File: src/rtl/interrupt_sequencer.sv
// Interrupt entry/exit sequencer for the pipelined core: drains the pipeline,
// pushes the return address, fetches the ISR vector and tracks ISR execution.
module interrupt_sequencer #(
  parameter int         DRAIN_CYCLES = 4,
  parameter logic [7:0] VEC_ADDR     = 8'h01
) (
  input  logic       clk,
  input  logic       rst,
  input  logic       intr,
  input  logic       rti_wb,
  input  logic       branch_pending,
  input  logic [7:0] pc_next,
  output logic       stall_fetch,
  output logic       flush_if,
  output logic       sf1,
  output logic [7:0] ret_addr,
  output logic       vec_rd,
  output logic [7:0] vec_addr,
  output logic       pc_load_vec,
  output logic       in_isr,
  output logic       int_pending
);

  typedef enum logic [2:0] {
    IDLE,
    DRAIN,
    SAVE,
    VECTOR,
    LOADPC,
    ISR
  } state_t;

  localparam logic [2:0] DRAIN_LOAD = 3'(DRAIN_CYCLES - 1);

  state_t     state;
  state_t     state_nxt;
  logic [2:0] count;
  logic [2:0] count_nxt;
  logic       intr_q;
  logic       intr_edge;
  logic       pending_nxt;
  logic [7:0] ret_nxt;

  assign intr_edge = intr & ~intr_q;
  assign vec_addr  = VEC_ADDR;

  always_ff @(posedge clk or posedge rst) begin
    if (rst) begin
      state       <= IDLE;
      count       <= 3'd0;
      intr_q      <= 1'b0;
      int_pending <= 1'b0;
      ret_addr    <= 8'h00;
    end else begin
      state       <= state_nxt;
      count       <= count_nxt;
      intr_q      <= intr;
      int_pending <= pending_nxt;
      ret_addr    <= ret_nxt;
    end
  end

  // Edges arriving outside IDLE collapse into a single pending request (no nesting).
  always_comb begin
    state_nxt   = state;
    count_nxt   = count;
    pending_nxt = int_pending;
    ret_nxt     = ret_addr;

    if (intr_edge && (state != IDLE)) begin
      pending_nxt = 1'b1;
    end

    case (state)
      IDLE: begin
        if (intr_edge || int_pending) begin
          state_nxt   = DRAIN;
          count_nxt   = DRAIN_LOAD;
          pending_nxt = 1'b0;
        end
      end
      DRAIN: begin
        if (count != 3'd0) begin
          count_nxt = count - 3'd1;
        end else if (!branch_pending) begin
          ret_nxt   = pc_next;
          state_nxt = SAVE;
        end
      end
      SAVE:    state_nxt = VECTOR;
      VECTOR:  state_nxt = LOADPC;
      LOADPC:  state_nxt = ISR;
      ISR: begin
        if (rti_wb) begin
          state_nxt = IDLE;
        end
      end
      default: state_nxt = IDLE;
    endcase
  end

  always_comb begin
    stall_fetch = 1'b0;
    flush_if    = 1'b0;
    sf1         = 1'b0;
    vec_rd      = 1'b0;
    pc_load_vec = 1'b0;
    in_isr      = 1'b0;

    case (state)
      DRAIN: begin
        stall_fetch = 1'b1;
        flush_if    = 1'b1;
      end
      SAVE: begin
        stall_fetch = 1'b1;
        sf1         = 1'b1;
      end
      VECTOR: begin
        stall_fetch = 1'b1;
        vec_rd      = 1'b1;
      end
      LOADPC: begin
        stall_fetch = 1'b1;
        pc_load_vec = 1'b1;
      end
      ISR:     in_isr = 1'b1;
      default: ;
    endcase
  end

  // A second push of the same return address would corrupt the stack.
  a_sf1_single: assert property (@(posedge clk) disable iff (rst) sf1 |=> !sf1);
  a_isr_no_stall: assert property (@(posedge clk) disable iff (rst) !(in_isr && stall_fetch));

endmodule

File: config.mk
export PLATFORM = sky130hd
export DESIGN_NAME = interrupt_sequencer
export DESIGN_NICKNAME = d
export VERILOG_FILES = /design/src/rtl/interrupt_sequencer.sv
export SDC_FILE = /design/constraint.sdc
export NUM_CORES = 1
export LEC_CHECK = 0
export BUFFER_PORTS_ARGS = -buffer_cell sky130_fd_sc_hd__buf_2
export CAP_MARGIN = 10
export CORE_MARGIN = 4
export CORE_UTILIZATION = 25
export DETAILED_ROUTE_END_ITERATION = 10
export HOLD_SLACK_MARGIN = 0.12
export SLEW_MARGIN = 20
export SYNTH_ARGS = -nofsm -noshare
export SYNTH_HDL_FRONTEND = slang
export SYNTH_SLANG_ARGS = --single-unit
File: constraint.sdc
create_clock -name clk -period 1.63 [get_ports clk]
set_clock_uncertainty 0.2 [all_clocks]
set_input_delay 0.2445 -clock clk [delete_from_list [all_inputs] [get_ports clk]]
set_output_delay 0.2445 -clock clk [all_outputs]
set_load 0.005 [all_outputs]
Word level (Yosys, flattened, before mapping)
Index checks and enable logic that the tools add are counted.
{ "word_totals": {"reg_bits": 16, "inputBits": 13, "elab_cells": 47} }
{ "classes": {"n_eq_ne": 10, "muxes": 17, "bitwise_logic": 4, "addsub": 1, "n_reduce_logical": 10} }
{ "ops": {"columns": ["operator", "n"], "rows": [
  ["two-way mux 3 bit", 6],
  ["one-hot mux 3 bit (6 select lines)", 1],
  ["inequality test 2 bit (second input constant)", 5],
  ["two-way mux 1 bit", 9],
  ["equality test 3 x 2 -> 1 bit (second input constant)", 2],
  ["equality test 3 bit (second input constant)", 2],
  ["one-hot mux 3 bit (2 select lines)", 1],
  ["AND reduction 3 bit", 2],
  ["nonzero test 3 bit", 2],
  ["AND reduction 4 bit", 1],
  ["OR reduction 4 bit", 1],
  ["equality test 3 x 1 -> 1 bit (second input constant)", 1],
  ["zero test 3 bit", 1],
  ["NOT 1 bit", 3],
  ["subtractor 3 x 1 -> 3 bit (second input constant)", 1],
  ["nonzero test 2 bit", 1],
  ["AND 1 bit", 1],
  ["logical AND 1 bit", 1],
  ["logical OR 1 bit", 1]
]} }

Longest topological paths before layout
Gate-level depths: netlist of the first run.
{ "logic_depth": {"ltp_word": 6, "mapped_depth": 5, "ltp_nobuf": 5} }

Worst setup path before layout of the first run
OpenSTA, ideal clock, no wires.
{ "synth_path": {"path_type": "register -> register", "from": "register count[0]", "to": "register ret_addr[0]", "t_arrival_ns": 1.383, "setup_slack_ns": -0.078, "required_time_ns": 1.305, "path_stages_with_launch": 6, "setup_time_ns": 0.125, "path_cell_list": "dfrtp_1 inv_1 ha_1 nor3b_4 nand3_4 mux2_4"} }
{ "synth_between": {"elab_chain_cells": 3} }
{ "synth_lines": {"columns": ["element", "line_no", "rtl"], "rows": [
  ["start: declaration", "37", "logic [2:0] count;"],
  ["start signal: assignment", "56", "count <= count_nxt;"],
  ["nonzero test 3 bit", "83", "if (count != 3'd0) begin"],
  ["NOT 1 bit (no source line)", null, null],
  ["AND reduction 3 bit (no source line)", null, null],
  ["end signal: assignment", "59", "ret_addr <= ret_nxt;"],
  ["end: declaration", "16", "output logic [7:0] ret_addr,"]
]} }
No other way between the ends.
A chain may end at the register's enable or synchronous reset.

Worst setup path after layout of the first run
{ "layout_path": {"from": "register count[1]", "to": "register ret_addr[1]"} }
The elaborated chain is that of the path after synthesis.

==> results of run 1 <==
[state kept, by name, summed over array words and instances, names as in the netlist]
register and cells:
int_pending 1, intr_q 1, state 3, ret_addr 8, count 3
[critical path, delay by kind of cell (launching register included)]
| family | cells | cell delay, ns |
|---|---|---|
| adders and majority gates | 1 | 0.13 |
| buffers and inverters | 1 | 0.09 |
| DFF | 1 | 0.41 |
| muxes | 1 | 0.35 |
| and+or+nand+nor | 2 | 0.43 |
[area by class of cell]
type | instances | area (um2)
fill | 337 | 1980
multi-input combinational | 52 | 467
sequential | 16 | 404
timing repair buffer | 57 | 398
tap | 46 | 57.6
clock buffer | 4 | 36.3
inverter | 5 | 21.3
[routing by layer]
layer  track usage  vias to the layer above  part of all wire
li1              -                      365                 -
met1         0.117                      365              0.41
met4        0.0304                        0                 0
met5             0                        -                 0
met2         0.158                       18              0.55
met3        0.0250                        0             0.033
[metrics by stage]
step,cells,cell area (um2)
finish,180,1380
global route,180,1380
CTS,172,1270
detailed placement,154,1100
global placement,154,1100
floorplan,84,918
[cells in the mapped netlist]
| cell | number |
|---|---|
| nand2_1 | 3 |
| and3_2 | 1 |
| inv_1 | 5 |
| nor2_4 | 1 |
| conb_1 | 2 |
| o21ai_0 | 1 |
| or2b_1 | 1 |
| nand3_4 | 1 |
| and2_1 | 1 |
| buf_4 | 8 |
| nor3_1 | 3 |
| a21oi_1 | 1 |
| nor3b_4 | 1 |
| o31a_1 | 1 |
| o221a_1 | 1 |
| nor2b_1 | 1 |
| a21o_2 | 1 |
| mux2_4 | 8 |
| nor2_1 | 6 |
| ha_1 | 2 |
| a211oi_1 | 1 |
| buf_2 | 3 |
| nor3b_1 | 2 |
| a21o_1 | 1 |
| nand4_1 | 4 |
| o211a_1 | 1 |
| dfrtp_1 | 16 |
| o221ai_1 | 1 |
[report_power, final]
part / internal, uW / switching (uW) / total (uW)
clock network: 136 / 120 / 256
registers: 580 / 186 / 766
logic: 789 / 523 / 1310
total: 1510 / 829 / 2330
[worst max-delay path by stage]
stage / endpoint / slack (ns)
after global routing: ret_addr[1] / -0.17
after detailed placement: ret_addr[0] / -0.07
after floorplan: ret_addr[0] / -0.01
after CTS: sf1 / -0.07
after global placement: ret_addr[4] / -0.01
final: ret_addr[1] / -0.09
[cells by family (layout without fill, tap and decap cells)]
family / count (synthesis) / count (layout) / synth area share
simple gates: 25 / 25 / 0.186
flops: 16 / 16 / 0.453
buf+inv: 16 / 66 / 0.106
compound gates: 9 / 9 / 0.0822
mux: 8 / 8 / 0.136
fa+ha+maj: 2 / 2 / 0.0283
other cells: 2 / 8 / 0.00850
[cells in the final DEF, fill, tap and decap left out]
| cell | Yosys | layout |
|---|---|---|
| ha_4 | 0 | 1 |
| o221ai_1 | 1 | 1 |
| and2_4 | 0 | 1 |
| nor2_4 | 1 | 2 |
| nand4_1 | 4 | 4 |
| nor3b_2 | 0 | 2 |
| o211a_1 | 1 | 1 |
| buf_6 | 0 | 2 |
| and3_2 | 1 | 1 |
| nor3_2 | 0 | 2 |
| nor2_1 | 6 | 5 |
| o31a_1 | 1 | 1 |
| dlygate4sd3_1 | 0 | 11 |
| a21o_2 | 1 | 1 |
| clkbuf_4 | 0 | 3 |
| nand3_4 | 1 | 1 |
| inv_2 | 0 | 2 |
| o21ai_0 | 1 | 1 |
| nor3_1 | 3 | 1 |
| clkbuf_8 | 0 | 1 |
| inv_4 | 0 | 1 |
| nand2_1 | 3 | 2 |
| buf_4 | 8 | 18 |
| dfrtp_2 | 0 | 3 |
| nand2_4 | 0 | 1 |
| nor3b_4 | 1 | 1 |
| inv_1 | 5 | 2 |
| dfrtp_1 | 16 | 13 |
| a21o_1 | 1 | 1 |
| or2b_1 | 1 | 1 |
| conb_1 | 2 | 8 |
| nor2b_1 | 1 | 1 |
| o221a_1 | 1 | 1 |
| a21oi_1 | 1 | 1 |
| buf_2 | 3 | 26 |
| ha_1 | 2 | 1 |
| a211oi_2 | 0 | 1 |
| mux2_4 | 8 | 8 |
[what timing repair did]
item                                    4_1_cts  5_1_grt
endpoints found under the hold margin        26        0
buffers inserted                              3        8
endpoints found under the setup margin       14       15
pin swaps                                     3        4
hold buffers                                 11        0
gates cloned                                  0        0
gates resized for setup                       4       13
==> impl_metrics.csv, run 1 <==
group,metric,value,unit
outcome,status,"finished with violations",
outcome,violations,"negative setup slack",
synth,netlist.area_leader.share,0.453,
timing,min_period,1.72,ns
timing,finalCritPeriodShare,1.06,
synth,syn_inst,78,
worst_setup_path,reg2reg_from,"count[1]",
worst_setup_path,slowest_stage,"dfrtp_1",
worst_setup_path,worstRegToRegCells,5,
detailed_routing,drt_iter0_markers,23,
clock_network,cts_root_buf,"clkbuf_4",
grt,grt_use_total,0.0944,
worst_setup_path,critPathLaunchType,"flip-flop",
placed_design,dp_slack,-0.0651,ns
finish,fin_nets,150,
timing,relSlewSlack,0.595,
synth,yosysUniqueCellTypes,28,
placed_design,dpl.hpwl,1500,um
clock_network,h-tree-depth,1,
worst_setup_path,cp_max_fo,8,
min_path,min_to,"ret_addr[6]",
timing,final-max-slew-violation-count,0,
synth,syn_area_per_cell,11.3,um2
clock_network,cts_tree,"yes",
worst_setup_path,reg2reg_slack,-0.09,ns
floorplan,die-area,4550,um2
worst_setup_path,cp-end-kind,"flip-flop",
clock_network,insertion_delay,0.29,ns
synth,synth-seq-area-share,0.453,
timing,hold_viol_final,0,
job,maxCapViolCount,0,
worst_setup_path,crit_path_start,"count[1]",
worst_setup_path,cpPeakStageDelay,0.41,ns
worst_setup_path,reg2reg_to,"ret_addr[1]",
min_path,hold_path.class,"primary input to flip-flop",
grt,grt_pass1_wl,3180,um
detailed_routing,wl,2260,um
synth,synth_area_leaders,"dfrtp_1 (45%), mux2_4 (14%), buf_4 (6.8%)",
worst_setup_path,cp.arrival,1.69,ns
worst_setup_path,worst-setup-path-type,"flip-flop to flip-flop",
timing,worst_slew_pin_slew,0.606,ns
synth,ys_ff_latch,16,
detailed_routing,drc_errors,0,
grt,antenna_found_initial,0,
pwr,total_power,2330,uW
detailed_routing,vias_per_cell,4.16,
timing,fmax,581,MHz
floorplan,core,3360,um2
pwr,power_density,1690,nW/um2
floorplan,die_y,67.4,um
detailed_routing,antenna_left,0,
synth,yosysTopAreaCell,"dfrtp_1",
clock_network,clk_pin_slew_worst_paths,0.09,ns
finish,drive_gt1_frac,0.582,
finish,antenna_cells,0,
min_path,hold_depth,4,
timing,setup_viol,10,
detailed_routing,vias,748,
floorplan,row_count,21,
synth,netlist_area,883,um2
grt,grt_pass1_vias,667,
timing,finalWorstSetupSlack,-0.0923,ns
placed_design,io_buffers,27,
pwr,ir_drop,488,uV
timing,setup_tns,-0.650,ns
detailed_routing,dr.pass1.iters,4,
floorplan,die-width,67.4,um
clock_network,clock_sinks,16,
timing,rsz0062_at_grt,"yes",
min_path,hp-start,"branch_pending",
worst_setup_path,crit_chain,"inv_2, ha_4, nor3b_4, nand3_4, mux2_4",
clock_network,cts_buffers,3,
grt,grt_max_degree,17,
worst_setup_path,required,1.60,ns
floorplan,num_io_pins,36,
finish,area_growth,56.7,%
placed_design,place.gp.congestion,0.735,
clock_network,cts_buffer_depth,2,
finish,final_util,0.411,
timing,whs,0.260,ns
detailed_routing,detail_route.wl_per_cell,12.5,um
floorplan,floorplan.initialDensity,0.263,
synth,yosys_warnings,0,
pwr,p_leak,0.000710,uW
grt,grt.overflow.total,0,
Note: power is estimated with default switching activity, not from simulation.
==> run 2: changes to the inputs <==
--- a/config.mk
+++ b/config.mk
@@ -9,8 +9,11 @@
 export CAP_MARGIN = 10
 export CORE_MARGIN = 4
 export CORE_UTILIZATION = 25
+export CTS_CLUSTER_SIZE = 20
 export DETAILED_ROUTE_END_ITERATION = 10
+export GPL_ROUTABILITY_DRIVEN = 0
 export HOLD_SLACK_MARGIN = 0.12
+export PLACE_DENSITY = 0.46
 export SLEW_MARGIN = 20
 export SYNTH_ARGS = -nofsm -noshare
 export SYNTH_HDL_FRONTEND = slang
==> run 2 against run 1 <==
Via count grew 2.1%. Sequential power decreased by 3.3%. The run still ends with negative setup slack left. Critical path depth did not move. Flip-flop and latch count is the same. Largest cell class unchanged. First-iteration DRC count is 57% lower. Clock power up 5%. Sequential share of layout area down 0.92 points.
==> impl_metrics.csv, run 2 (synthesis results as in run 1) <==
group,metric,value,unit
outcome,status,"finished with violations",
clock_network,cts_root_buf,"clkbuf_4",
worst_setup_path,cp-end-kind,"flip-flop",
worst_setup_path,crit_path_start,"count[0]",
pwr,p_comb_frac,0.576,
worst_setup_path,reg2reg_slack,-0.08,ns
grt,antenna_found_initial,0,
detailed_routing,wl,2130,um
pwr,switching_share,0.342,
pwr,p_int,1560,uW
floorplan,num_io_pins,36,
grt,grt.overflow.total,0,
worst_setup_path,reg2reg_to,"ret_addr[2]",
clock_network,cts_tree,"yes",
worst_setup_path,cpPeakStageDelay,0.40,ns
finish,reg_top3,"ret_addr x8, count x3, state x3",
worst_setup_path,cp_max_fo,8,
detailed_routing,dr.pass1.iters,4,
floorplan,row_count,21,
clock_network,clock_sinks,16,
detailed_routing,drc_errors,0,
min_path,hold_depth,4,
worst_setup_path,worst-setup-path-type,"flip-flop to flip-flop",
timing,setup_tns,-0.761,ns
worst_setup_path,critPathLaunchType,"flip-flop",
floorplan,floorplan.initialDensity,0.263,
timing,finalWorstSetupSlack,-0.0784,ns
grt,grt_use_total,0.0964,
timing,final-max-slew-violation-count,0,
placed_design,place_inst,155,
pwr,p_sw,814,uW
finish,largest_register,"ret_addr",
placed_design,dpl.hpwl,1420,um
timing,hold_viol_final,0,
clock_network,cts_buffer_depth,2,
finish,drive_gt1_frac,0.591,
pwr,total_power,2380,uW
pwr,power_density,1660,nW/um2
clock_network,cts_buffers,3,
floorplan,core,3360,um2
finish,fillers,341,
pwr,pwr-share-seq,0.312,
floorplan,die-area,4550,um2
finish,area_growth,61.8,%
timing,rsz0062_at_grt,"yes",
min_path,hp-start,"branch_pending",
finish,mostFrequentLayoutCell,"buf_2",
worst_setup_path,crit_chain,"inv_2, ha_4, nor3b_4, nand3_4, mux2_4",
finish,fin_cells,183,
min_path,min_to,"ret_addr[7]",
worst_setup_path,reg2reg_from,"count[0]",
clock_network,h-tree-depth,1,
worst_setup_path,crit_buf_inv,1,
finish,final_cell_mix,"buf_2 (26), buf_4 (16), dfrtp_1 (13)",
timing,finalCritPeriodShare,1.05,
worst_setup_path,worstRegToRegCells,5,
job,maxCapViolCount,0,
pwr,p_leak,0.000724,uW
detailed_routing,drt_iter0_markers,10,
detailed_routing,vias_per_cell,4.17,
detailed_routing,antenna_left,0,
finish,fin_nets,153,
finish,antenna_cells,0,
floorplan,die_y,67.4,um
worst_setup_path,cp.arrival,1.69,ns
worst_setup_path,crit_family,"simple AND/OR/NAND/NOR gates",
finish,largest_reg_flops,8,
floorplan,die-width,67.4,um
timing,min_period,1.71,ns
outcome,violations,"negative setup slack",
worst_setup_path,slowest_stage,"dfrtp_1",
grt,grt_max_degree,17,
clock_network,clk_pin_slew_worst_paths,0.10,ns
pwr,pwr-share-clk,0.112,
timing,setup_viol,13,
detailed_routing,detail_route.wl_per_cell,11.7,um
pwr,ir_drop,709,uV
timing,fmax,585,MHz
clock_network,insertion_delay,0.29,ns
detailed_routing,vias,764,
placed_design,io_buffers,27,
min_path,hold_path.class,"primary input to flip-flop",
grt,grt_pass1_wl,3230,um
grt,grt_pass1_vias,759,
worst_setup_path,required,1.61,ns
==> run 2: worst register-to-register path, cell delays in order (launching register included) <==
cell and delay [ns]:
dfrtp_1 0.40, inv_2 0.08, ha_4 0.13, nor3b_4 0.23, nand3_4 0.20, mux2_4 0.34
==> run 2: worst max-delay path by stage <==
stage | cells after the start | to | slack [ns]
3_5_place_dp | 5 | ret_addr[2] | -0.07
4_1_cts | 4 | stall_fetch | -0.09
6_report | 5 | ret_addr[2] | -0.08
2_1_floorplan | 5 | ret_addr[0] | -0.01
3_3_place_gp | 5 | ret_addr[2] | -0.02
5_1_grt | 5 | stall_fetch | -0.14
==> run 2: metrics by stage <==
step                 util  instance area (um2)  setup slack [ns]  hold slack, ns
global placement    0.328                 1100           -0.0231          0.0604
finish              0.425                 1430           -0.0784           0.272
CTS                 0.407                 1370           -0.0908           0.270
detailed placement  0.328                 1100           -0.0677          0.0645
global route        0.425                 1430            -0.143           0.259
floorplan               -                  918           -0.0148         -0.0418
==> run 2: what timing repair did <==
action                     CTS  global route
buffers inserted             9             5
pin swaps                    5             7
resized for setup           17             6
setup endpoints to repair   14            15
hold buffers                11             0
hold endpoints to repair    26             0
==> run 2: per-layer routing <==
layer / routed length (um) / vias to the layer above / part of all wire / track usage
met1: 907 / 357 / 0.43 / 0.111
met5: 0 / - / 0 / 0
li1: - / 369 / - / -
met3: 156 / 4 / 0.073 / 0.0316
met2: 1040 / 34 / 0.49 / 0.161
met4: 30 / 0 / 0.014 / 0.0456
==> run 2: power groups by stage <==
stage	sequential (uW)	clock, uW	combinational, uW
5_1_grt	763	301	1490
3_3_place_gp	738	0	1000
2_1_floorplan	704	0	673
4_1_cts	739	282	1260
3_5_place_dp	744	0	1020
6_report	741	268	1370
==> run 2: cell type report <==
type,instances,area (um2),share of cell area
multi-input combinational,52,473,0.331
timing repair buffer,60,439,0.307
sequential,16,404,0.283
tap,46,57.6,0.0403
clock buffer,4,36.3,0.0254
inverter,5,18.8,0.0131
